## src/rtl/seg7_pkg.sv

```systemverilog
// Shared 7-segment glyph table (active-low, bit0=a .. bit6=g) and decoded digit codes.
package seg7_pkg;

  localparam logic [6:0] SEG_0     = 7'b1000000;
  localparam logic [6:0] SEG_1     = 7'b1111001;
  localparam logic [6:0] SEG_2     = 7'b0100100;
  localparam logic [6:0] SEG_3     = 7'b0110000;
  localparam logic [6:0] SEG_4     = 7'b0011001;
  localparam logic [6:0] SEG_5     = 7'b0010010;
  localparam logic [6:0] SEG_6     = 7'b0000010;
  localparam logic [6:0] SEG_7     = 7'b1111000;
  localparam logic [6:0] SEG_8     = 7'b0000000;
  localparam logic [6:0] SEG_9     = 7'b0011000;
  localparam logic [6:0] SEG_BLANK = 7'b1111111;

  localparam logic [3:0] DIG_BLANK = 4'hF;
  localparam logic [3:0] DIG_BAD   = 4'hE;

  typedef struct packed {
    logic       err;
    logic [3:0] code;
  } glyph_t;

endpackage

```

## src/rtl/seg7_pattern_encoder.sv

```systemverilog
// Combinational reverse lookup: active-low segment pattern -> BCD code plus illegal-glyph flag.
module seg7_pattern_encoder
  import seg7_pkg::*;
(
  input  logic [6:0] seg_n_i,
  output glyph_t     glyph_o
);

  always_comb begin
    glyph_o = '{err: 1'b1, code: DIG_BAD};
    case (seg_n_i)
      SEG_0:     glyph_o = '{err: 1'b0, code: 4'd0};
      SEG_1:     glyph_o = '{err: 1'b0, code: 4'd1};
      SEG_2:     glyph_o = '{err: 1'b0, code: 4'd2};
      SEG_3:     glyph_o = '{err: 1'b0, code: 4'd3};
      SEG_4:     glyph_o = '{err: 1'b0, code: 4'd4};
      SEG_5:     glyph_o = '{err: 1'b0, code: 4'd5};
      SEG_6:     glyph_o = '{err: 1'b0, code: 4'd6};
      SEG_7:     glyph_o = '{err: 1'b0, code: 4'd7};
      SEG_8:     glyph_o = '{err: 1'b0, code: 4'd8};
      SEG_9:     glyph_o = '{err: 1'b0, code: 4'd9};
      SEG_BLANK: glyph_o = '{err: 1'b0, code: DIG_BLANK};
      default:   glyph_o = '{err: 1'b1, code: DIG_BAD};
    endcase
  end

endmodule

```

## src/rtl/seg7_scan_decoder.sv

```systemverilog
// Recovers BCD digits from a multiplexed active-low 7-seg bus; debounces each strobe
// period and emits one parallel word per fully covered scan frame.
module seg7_scan_decoder
  import seg7_pkg::*;
#(
  parameter int unsigned NUM_DIGITS    = 4,
  parameter int unsigned STABLE_CYCLES = 4,
  parameter int unsigned CNT_W         = 8
) (
  input  logic                    clk,
  input  logic                    rst,
  input  logic [6:0]              seg_n,
  input  logic [NUM_DIGITS-1:0]   an_n,
  output logic [4*NUM_DIGITS-1:0] digits_out,
  output logic [NUM_DIGITS-1:0]   digit_err,
  output logic                    frame_valid,
  output logic                    scan_err
);

  localparam int unsigned      IN_W       = NUM_DIGITS + 7;
  localparam logic [CNT_W-1:0] ACCEPT_CNT = CNT_W'(STABLE_CYCLES - 1);

  logic [IN_W-1:0]                stage1_q, stage2_q;
  logic [CNT_W-1:0]               cnt_q, cnt_d;
  logic                           armed_q, armed_d;
  logic                           accept;
  logic [NUM_DIGITS-1:0]          sel, seen_q, seen_d;
  logic                           one_hot, multi, frame_done;
  logic [NUM_DIGITS-1:0][3:0]     slot_code_q, slot_code_d, digits_q;
  logic [NUM_DIGITS-1:0]          slot_err_q, slot_err_d, digit_err_q;
  logic                           frame_valid_q, scan_err_q;
  glyph_t                         glyph;

  seg7_pattern_encoder u_enc (
    .seg_n_i (stage1_q[6:0]),
    .glyph_o (glyph)
  );

  // Accept is judged on the counter's next value so the capture lands on the same edge
  // the counter reaches STABLE_CYCLES-1 (value sampled at edge E is taken at E+STABLE_CYCLES).
  always_comb begin
    cnt_d   = cnt_q;
    armed_d = armed_q;
    if (stage1_q != stage2_q) begin
      cnt_d   = '0;
      armed_d = 1'b1;
    end else if (cnt_q != '1) begin
      cnt_d = cnt_q + CNT_W'(1);
    end
    accept = armed_d && (cnt_d == ACCEPT_CNT);
    if (accept) armed_d = 1'b0;
  end

  always_comb begin
    sel        = ~stage1_q[IN_W-1:7];
    one_hot    = (sel != '0) && ((sel & (sel - NUM_DIGITS'(1))) == '0);
    multi      = (sel != '0) && !one_hot;
    frame_done = &seen_q;
  end

  always_comb begin
    seen_d      = frame_done ? '0 : seen_q;
    slot_code_d = slot_code_q;
    slot_err_d  = slot_err_q;
    if (accept && one_hot) begin
      seen_d = seen_d | sel;
      for (int unsigned i = 0; i < NUM_DIGITS; i++) begin
        if (sel[i]) begin
          slot_code_d[i] = glyph.code;
          slot_err_d[i]  = glyph.err;
        end
      end
    end
  end

  always_ff @(posedge clk) begin
    if (rst) begin
      stage1_q      <= {{NUM_DIGITS{1'b1}}, SEG_BLANK};
      stage2_q      <= {{NUM_DIGITS{1'b1}}, SEG_BLANK};
      cnt_q         <= '0;
      armed_q       <= 1'b0;
      seen_q        <= '0;
      slot_code_q   <= {NUM_DIGITS{DIG_BLANK}};
      slot_err_q    <= '0;
      digits_q      <= {NUM_DIGITS{DIG_BLANK}};
      digit_err_q   <= '0;
      frame_valid_q <= 1'b0;
      scan_err_q    <= 1'b0;
    end else begin
      stage1_q      <= {an_n, seg_n};
      stage2_q      <= stage1_q;
      cnt_q         <= cnt_d;
      armed_q       <= armed_d;
      seen_q        <= seen_d;
      slot_code_q   <= slot_code_d;
      slot_err_q    <= slot_err_d;
      frame_valid_q <= frame_done;
      scan_err_q    <= accept && multi;
      if (frame_done) begin
        digits_q    <= slot_code_q;
        digit_err_q <= slot_err_q;
      end
    end
  end

  assign digits_out  = digits_q;
  assign digit_err   = digit_err_q;
  assign frame_valid = frame_valid_q;
  assign scan_err    = scan_err_q;

endmodule

```

## config.mk

```make
export PLATFORM = sky130hd
export DESIGN_NAME = seg7_scan_decoder
export DESIGN_NICKNAME = d
export VERILOG_FILES = /design/src/rtl/seg7_pkg.sv /design/src/rtl/seg7_pattern_encoder.sv /design/src/rtl/seg7_scan_decoder.sv
export SDC_FILE = /design/constraint.sdc
export NUM_CORES = 1
export LEC_CHECK = 0
export CAP_MARGIN = 20
export CORE_AREA = 2 2 84 86
export DETAILED_ROUTE_END_ITERATION = 10
export DIE_AREA = 0 0 86 88
export PLACE_DENSITY_LB_ADDON = 0.12
export SYNTH_ARGS = -nofsm -noshare
export SYNTH_HDL_FRONTEND = slang
export SYNTH_HIERARCHICAL = 1
export SYNTH_SLANG_ARGS = --single-unit
```

## constraint.sdc

```tcl
create_clock -name clk -period 2 [get_ports clk]
set_clock_uncertainty 0.05 [all_clocks]
set_input_delay 0.2 -clock clk [delete_from_list [all_inputs] [get_ports clk]]
set_output_delay 0.2 -clock clk [all_outputs]
set_load 0.05 [all_outputs]
```

== After elaboration in Yosys (flattened, before gate mapping) ==
Cells that the tools add are included.
Storage, ports and cells
  bits in registers: 77
  input bits: 13
  output and inout bits: 22
  logic and storage cells: 59
Cells by class
  $add $sub $neg: 2
  equality and inequality tests: 13
  muxes and demuxes: 6
  bitwise gates (word level): 3
  reduce and logical (&&, ||, !) cells: 15
Operators by type and width (count)
  $pmux 5 s11: 1
  $eq 7x7->1 const B: 4
  $eq 7x5->1 const B: 3
  $mux 8: 2
  $eq 7x6->1 const B: 2
  $ne 11x11->1: 1
  $add 8x1->8 const B: 1
  $eq 8x2->1 const B: 1
  $mux 4: 2
  $ne 8x8->1 const B: 1
  $reduce_and 2->1: 4
  $eq 7x2->1 const B: 1
  $logic_not 7->1: 1
  $logic_and 1x1->1: 5
  $and 4x4->4: 1
  $logic_not 4->1: 1
  $not 4->4: 1
  $or 4x4->4: 1
  $reduce_and 4->1: 1
  $reduce_bool 4->1: 1
  $sub 4x1->4 const B: 1
  $reduce_or 2->1: 1
  $logic_not 1->1: 1
  $mux 1: 1

== Depth between registers and ports, before layout ==
  word-level depth: 8
  depth in mapped cells: 8
  depth with buffers taken out: 6

== By module ==
Netlist, hierarchy kept.
Modules (own cells, without submodules)
  seg7_scan_decoder: instances 1, cells each 312, area each 2925.3 um^2, seq. area each 1541.5 um^2
  seg7_pattern_encoder: instances 1, cells each 50, area each 325.3 um^2, seq. area each 0.0 um^2

== Least setup slack after synthesis ==
Ideal clock, no wire load.
  path type: reg-to-reg
  start point: register cnt_q[0]
  end point: register slot_code_q[0] in the netlist's numbering
  library setup time: 0.072 ns
  arrival: 2.046 ns
  required time: 1.878 ns
  setup slack: -0.168 ns
  cell stages (with the launch flop): 7
  buffers on the path: 0
  clock period less this slack: 2.168 ns
  path through: dfxtp_1 -> ha_1 -> and3_1 -> a311oi_1 -> o221ai_2 -> nor4_4 -> mux2i_1
On the way
  word-level cells in the longest chain between the ends: 7
  elaborated cells on any way between the ends: 8
  those cells by class: 1 x add/sub; 2 x eq/ne; 2 x mux; 3 x reduce/logical
Ends and longest elaborated chain
  start: declaration: line seg7_scan_decoder.sv:24  | logic [CNT_W-1:0] cnt_q, cnt_d;
  start signal: assignment: line seg7_scan_decoder.sv:92  | cnt_q <= cnt_d;
  $add 8x1->8 / $ne 8x8->1 (equally long branches): line seg7_scan_decoder.sv:48, seg7_scan_decoder.sv:47
  $mux 8 (*): line seg7_scan_decoder.sv:47  | end else if (cnt_q != '1) begin
  $mux 8 (*): line seg7_scan_decoder.sv:44  | if (stage1_q != stage2_q) begin
  $eq 8x2->1 (*): line seg7_scan_decoder.sv:50  | accept = armed_d && (cnt_d == ACCEPT_CNT);
  $logic_and 1x1->1 (*): line seg7_scan_decoder.sv:50
  $logic_and 1x1->1 (*): line seg7_scan_decoder.sv:65  | if (accept && one_hot) begin
  $reduce_and 2->1 (no line) (*)
  end signal: assignment: line seg7_scan_decoder.sv:83  | slot_code_q <= {NUM_DIGITS{DIG_BLANK}};
  end signal: assignment: line seg7_scan_decoder.sv:95  | slot_code_q <= slot_code_d;
  end: declaration: line seg7_scan_decoder.sv:29  | logic [NUM_DIGITS-1:0][3:0] slot_code_q, slot_code_d, digits_q;
Every way passes the cells marked *; elsewhere a longest branch is shown, timed or not.
A chain may end at the register's enable or synchronous reset.

== Worst setup path in the final report ==
  start point: register cnt_q[7]
  end point: register seen_q[0]
On the way
  word-level cells in the longest chain between the ends: 7
  elaborated cells on any way between the ends: 8
  those cells by class: 1 x add/sub; 2 x eq/ne; 3 x mux; 2 x reduce/logical
Ends and longest elaborated chain
  $add 8x1->8 / $ne 8x8->1 (equally long branches): line seg7_scan_decoder.sv:48, seg7_scan_decoder.sv:47
  $mux 8 (*): line seg7_scan_decoder.sv:47
  $mux 8 (*): line seg7_scan_decoder.sv:44
  $eq 8x2->1 (*): line seg7_scan_decoder.sv:50
  $logic_and 1x1->1 (*): line seg7_scan_decoder.sv:50
  $logic_and 1x1->1 (*): line seg7_scan_decoder.sv:65
  $mux 4 (*): line seg7_scan_decoder.sv:65
  end signal: assignment: line seg7_scan_decoder.sv:94  | seen_q <= seen_d;
  end: declaration: line seg7_scan_decoder.sv:27  | logic [NUM_DIGITS-1:0] sel, seen_q, seen_d;
Marks and branches as above.

==> impl_results.md <==
* Status: finished, final reports clean
* Die X-Extent at 86 µm
* Placed Cells at 480
* R2R Path Start: cnt_q[7]
* Root Buffer Master: clkbuf_8
* Distinct cells, synth at 46
* Initial Util at 0.489
* Power Density at 729 mW/mm²
* Worst slew pin tran at about 0.64 ns
* # diodes at 0
* CP cell instances: or4b_4 -> nor3b_4 -> o221ai_2 -> or4_1 -> a21oi_1
* Top cell type's share of synthesized area at 0.474
* CTS max path bufs at 2
* Clock sink total at 77
* Avg Synthesized Cell Area at between 8 and 9 µm²
* Filler cell count at about 600
* I/O Pins at 35
* Crit. End Element: register
* Final worst slack at between 0.04 and 0.05 ns
* Crit-path leading delay family: simple AND/OR/NAND/NOR gates
* Worst-case vdd ir drop at between 0.0004 and 0.0005 V
* Hold depth at 2
* Routed Antenna Nets at 0
* Slowest stage delay, CP at 0.54 ns
* TritonCTS clock tree: done
* Total iterations of the first detailed-routing run at 4
* Sequential element share of the synthesized area at 0.474
* Total CTS buffers at 9
* FP Rows at 30
* Final hold viol count at 0
* Max_cap viols at 0
* Post-layout minimum cycle time at around 2.0 ns
* Final period util at 0.979
* Clock insertion delay at the later pin of the skew report at 0.35 ns
* Synth Warn # at 6
* Initial antenna violation count at 0
* Vias at around 2,600
* Leakage Power at around 0.0017 µW
* Netlist Area Pre-Place at roughly 0.0033 mm²
* CP startpoint kind: register
* Die Height at around 90 µm
* FF-to-FF path depth at 5
* WL/cell at between 10 and 15 µm
* HP Start: rst
* Post-synth ARST share at 0
* Synthesis-to-finish area growth at 25.1%
* FF+latch count, synth at 77
* Cell taking the most area after synthesis: dfxtp_1
* Share of cells above drive strength 1 at 0.212
* Synth top area cells: dfxtp_1 (47%), nand2_1 (6.9%), mux2i_1 (6.5%), nor2_1 (4.6%), or2_2 (4.2%)
* RSZ-0062 raised after global routing: yes
* Max-slew violations at 0
* CP required at ~2.2 ns
* Post-DP HPWL at 4.32 mm
* PortBufs at 34
* Mapped Cells at roughly 360
* Fin nets at 425
* Worst Path Buf+Inv at 0
* Critical path class: register to register
* Cell Area, Placed at 0.00378 mm²
* Post-route DRC at 0
* Post-synth top cells: dfxtp_1 (77), nand2_1 (60), nor2_1 (40), or2_2 (22), mux2i_1 (21)
* DRT iter0 DRCs at 85
* Total gr overflow at 0
* Final GP Congestion at between 0.8 and 0.9
* Count of non-filler cells in the finished layout at between 400 and 500
* Slowest-stage cell, CP: or4b_4
* # hold bufs at CTS at 0
* Worst slew margin at 0.572
* Die ar. at between 0.007 and 0.008 mm²
* Clock transition at path regs at around 0.08 ns
* Most used flip-flop cell after synthesis: dfxtp_1
* Setup violators final at 0
* Via density at slightly above 5
* Syn nets at approximately 380
* Largest net degree at the start of global routing at 37
* Worst-path maximum fanout at 3
* Fmax at between 500 and 600 MHz
* Core footprint at ~0.0066 mm²
* Crit. path cell count at 5
* Vias in the first global route at approximately 2,400
* Aggregate global-route resource usage at 0.182
* H-tree depth at 3
* Cell with the most instances after synthesis: dfxtp_1
* Pre-CTS WS at -0.0360 ns
* CP arrival at about 2.2 ns
* Total power at approximately 3000 µW
* WL final at 6.45 mm
* Final instance area at 0.00407 mm²
* EDFF count, synth at 0
* Worst hold path type: primary input to register
* First-pass GRT wire length at ~11 mm
* Setup crit start: cnt_q[7]
## worst reg2reg max path, cell delays in order, from the launching register on
cell and delay (ns):
dfxtp_2 0.33, or4b_4 0.54, nor3b_4 0.23, o221ai_2 0.17, or4_1 0.42, a21oi_1 0.15
## stage by stage
stage | util | TNS [ns] | hold slack (ns)
2_1_floorplan | - | 0 | 0.254
3_3_place_gp | 0.569 | 0 | 0.392
3_5_place_dp | 0.569 | -0.253 | 0.405
4_1_cts | 0.600 | -0.0939 | 0.266
5_1_grt | 0.612 | -0.0781 | 0.292
6_report | 0.612 | 0 | 0.264
## path summary, 6_finish.rpt
path | end | slack, ns
max | seen_q[0] | 0.04
min | frame_valid | 0.26
max reg2reg | seen_q[0] | 0.04
min reg2reg | digit_err[0] | 0.41
## metal layers
layer,global-route usage,up-vias,share of wire,wire [µm]
met2,0.278,34,0.46,2950
met5,0,-,0,0
met4,0.0606,0,0.014,90
li1,-,1330,-,-
met1,0.249,1205,0.50,3210
met3,0.0509,8,0.032,205
## placed cells by master, fill, tap and decap left out, drive strengths merged, types with 5 or more instances in the layout
cell type | Yosys | routed
clkdlybuf4s50 | 0 | 33
nor2 | 40 | 40
dfxtp | 77 | 77
xor2 | 13 | 13
nand2 | 60 | 60
clkbuf | 15 | 10
nand3 | 6 | 6
nand2b | 6 | 6
o21ai | 5 | 5
a21oi | 14 | 14
nand3b | 17 | 17
nand4 | 7 | 7
inv | 3 | 6
mux2i | 21 | 21
or2 | 22 | 22
buf | 8 | 28
nor3 | 10 | 10
and3 | 5 | 5
## where the power goes
part / internal, µW / total, µW / switching (µW)
clock: 590 / 1190 / 596
sequential: 1550 / 1580 / 23.3
combinational: 102 / 198 / 95.5
## logic make-up after synthesis
kind of cell | share of synthesized area
AOI/OAI and AO/OA | 0.0812
xor gates and xnor gates | 0.0377
adders and majority gates | 0.00385
buffers and inverters | 0.0416
DFF | 0.474
muxes | 0.0647
and+or+nand+nor | 0.297
## flip-flops by register name, summed over array words and instances (netlist names), 4 cells and up
register,count
stage2_q,11
seen_q,4
digits_out,16
slot_err_q,4
stage1_q,11
slot_code_q,16
cnt_q,8
digit_err,4
## final cells by class
| type | instances | area [µm²] | area share |
|---|---|---|---|
| Inverter | 3 | 11.3 | 0.00277 |
| Clock inverter | 6 | 70.1 | 0.0172 |
| Multi-Input combinational cell | 259 | 1650 | 0.407 |
| Clock buffer | 10 | 128 | 0.0314 |
| Sequential cell | 77 | 1550 | 0.381 |
| Tap cell | 80 | 100 | 0.0246 |
| Timing Repair Buffer | 61 | 554 | 0.136 |
## timing repair
action                                 CTS  global route
setup endpoints to repair               18            27
gates resized for setup                  3            14
setup buffers                            0             0
endpoints found under the hold margin    0             0
pin swaps                                2             4
Note: power is estimated with default switching activity, not from simulation.
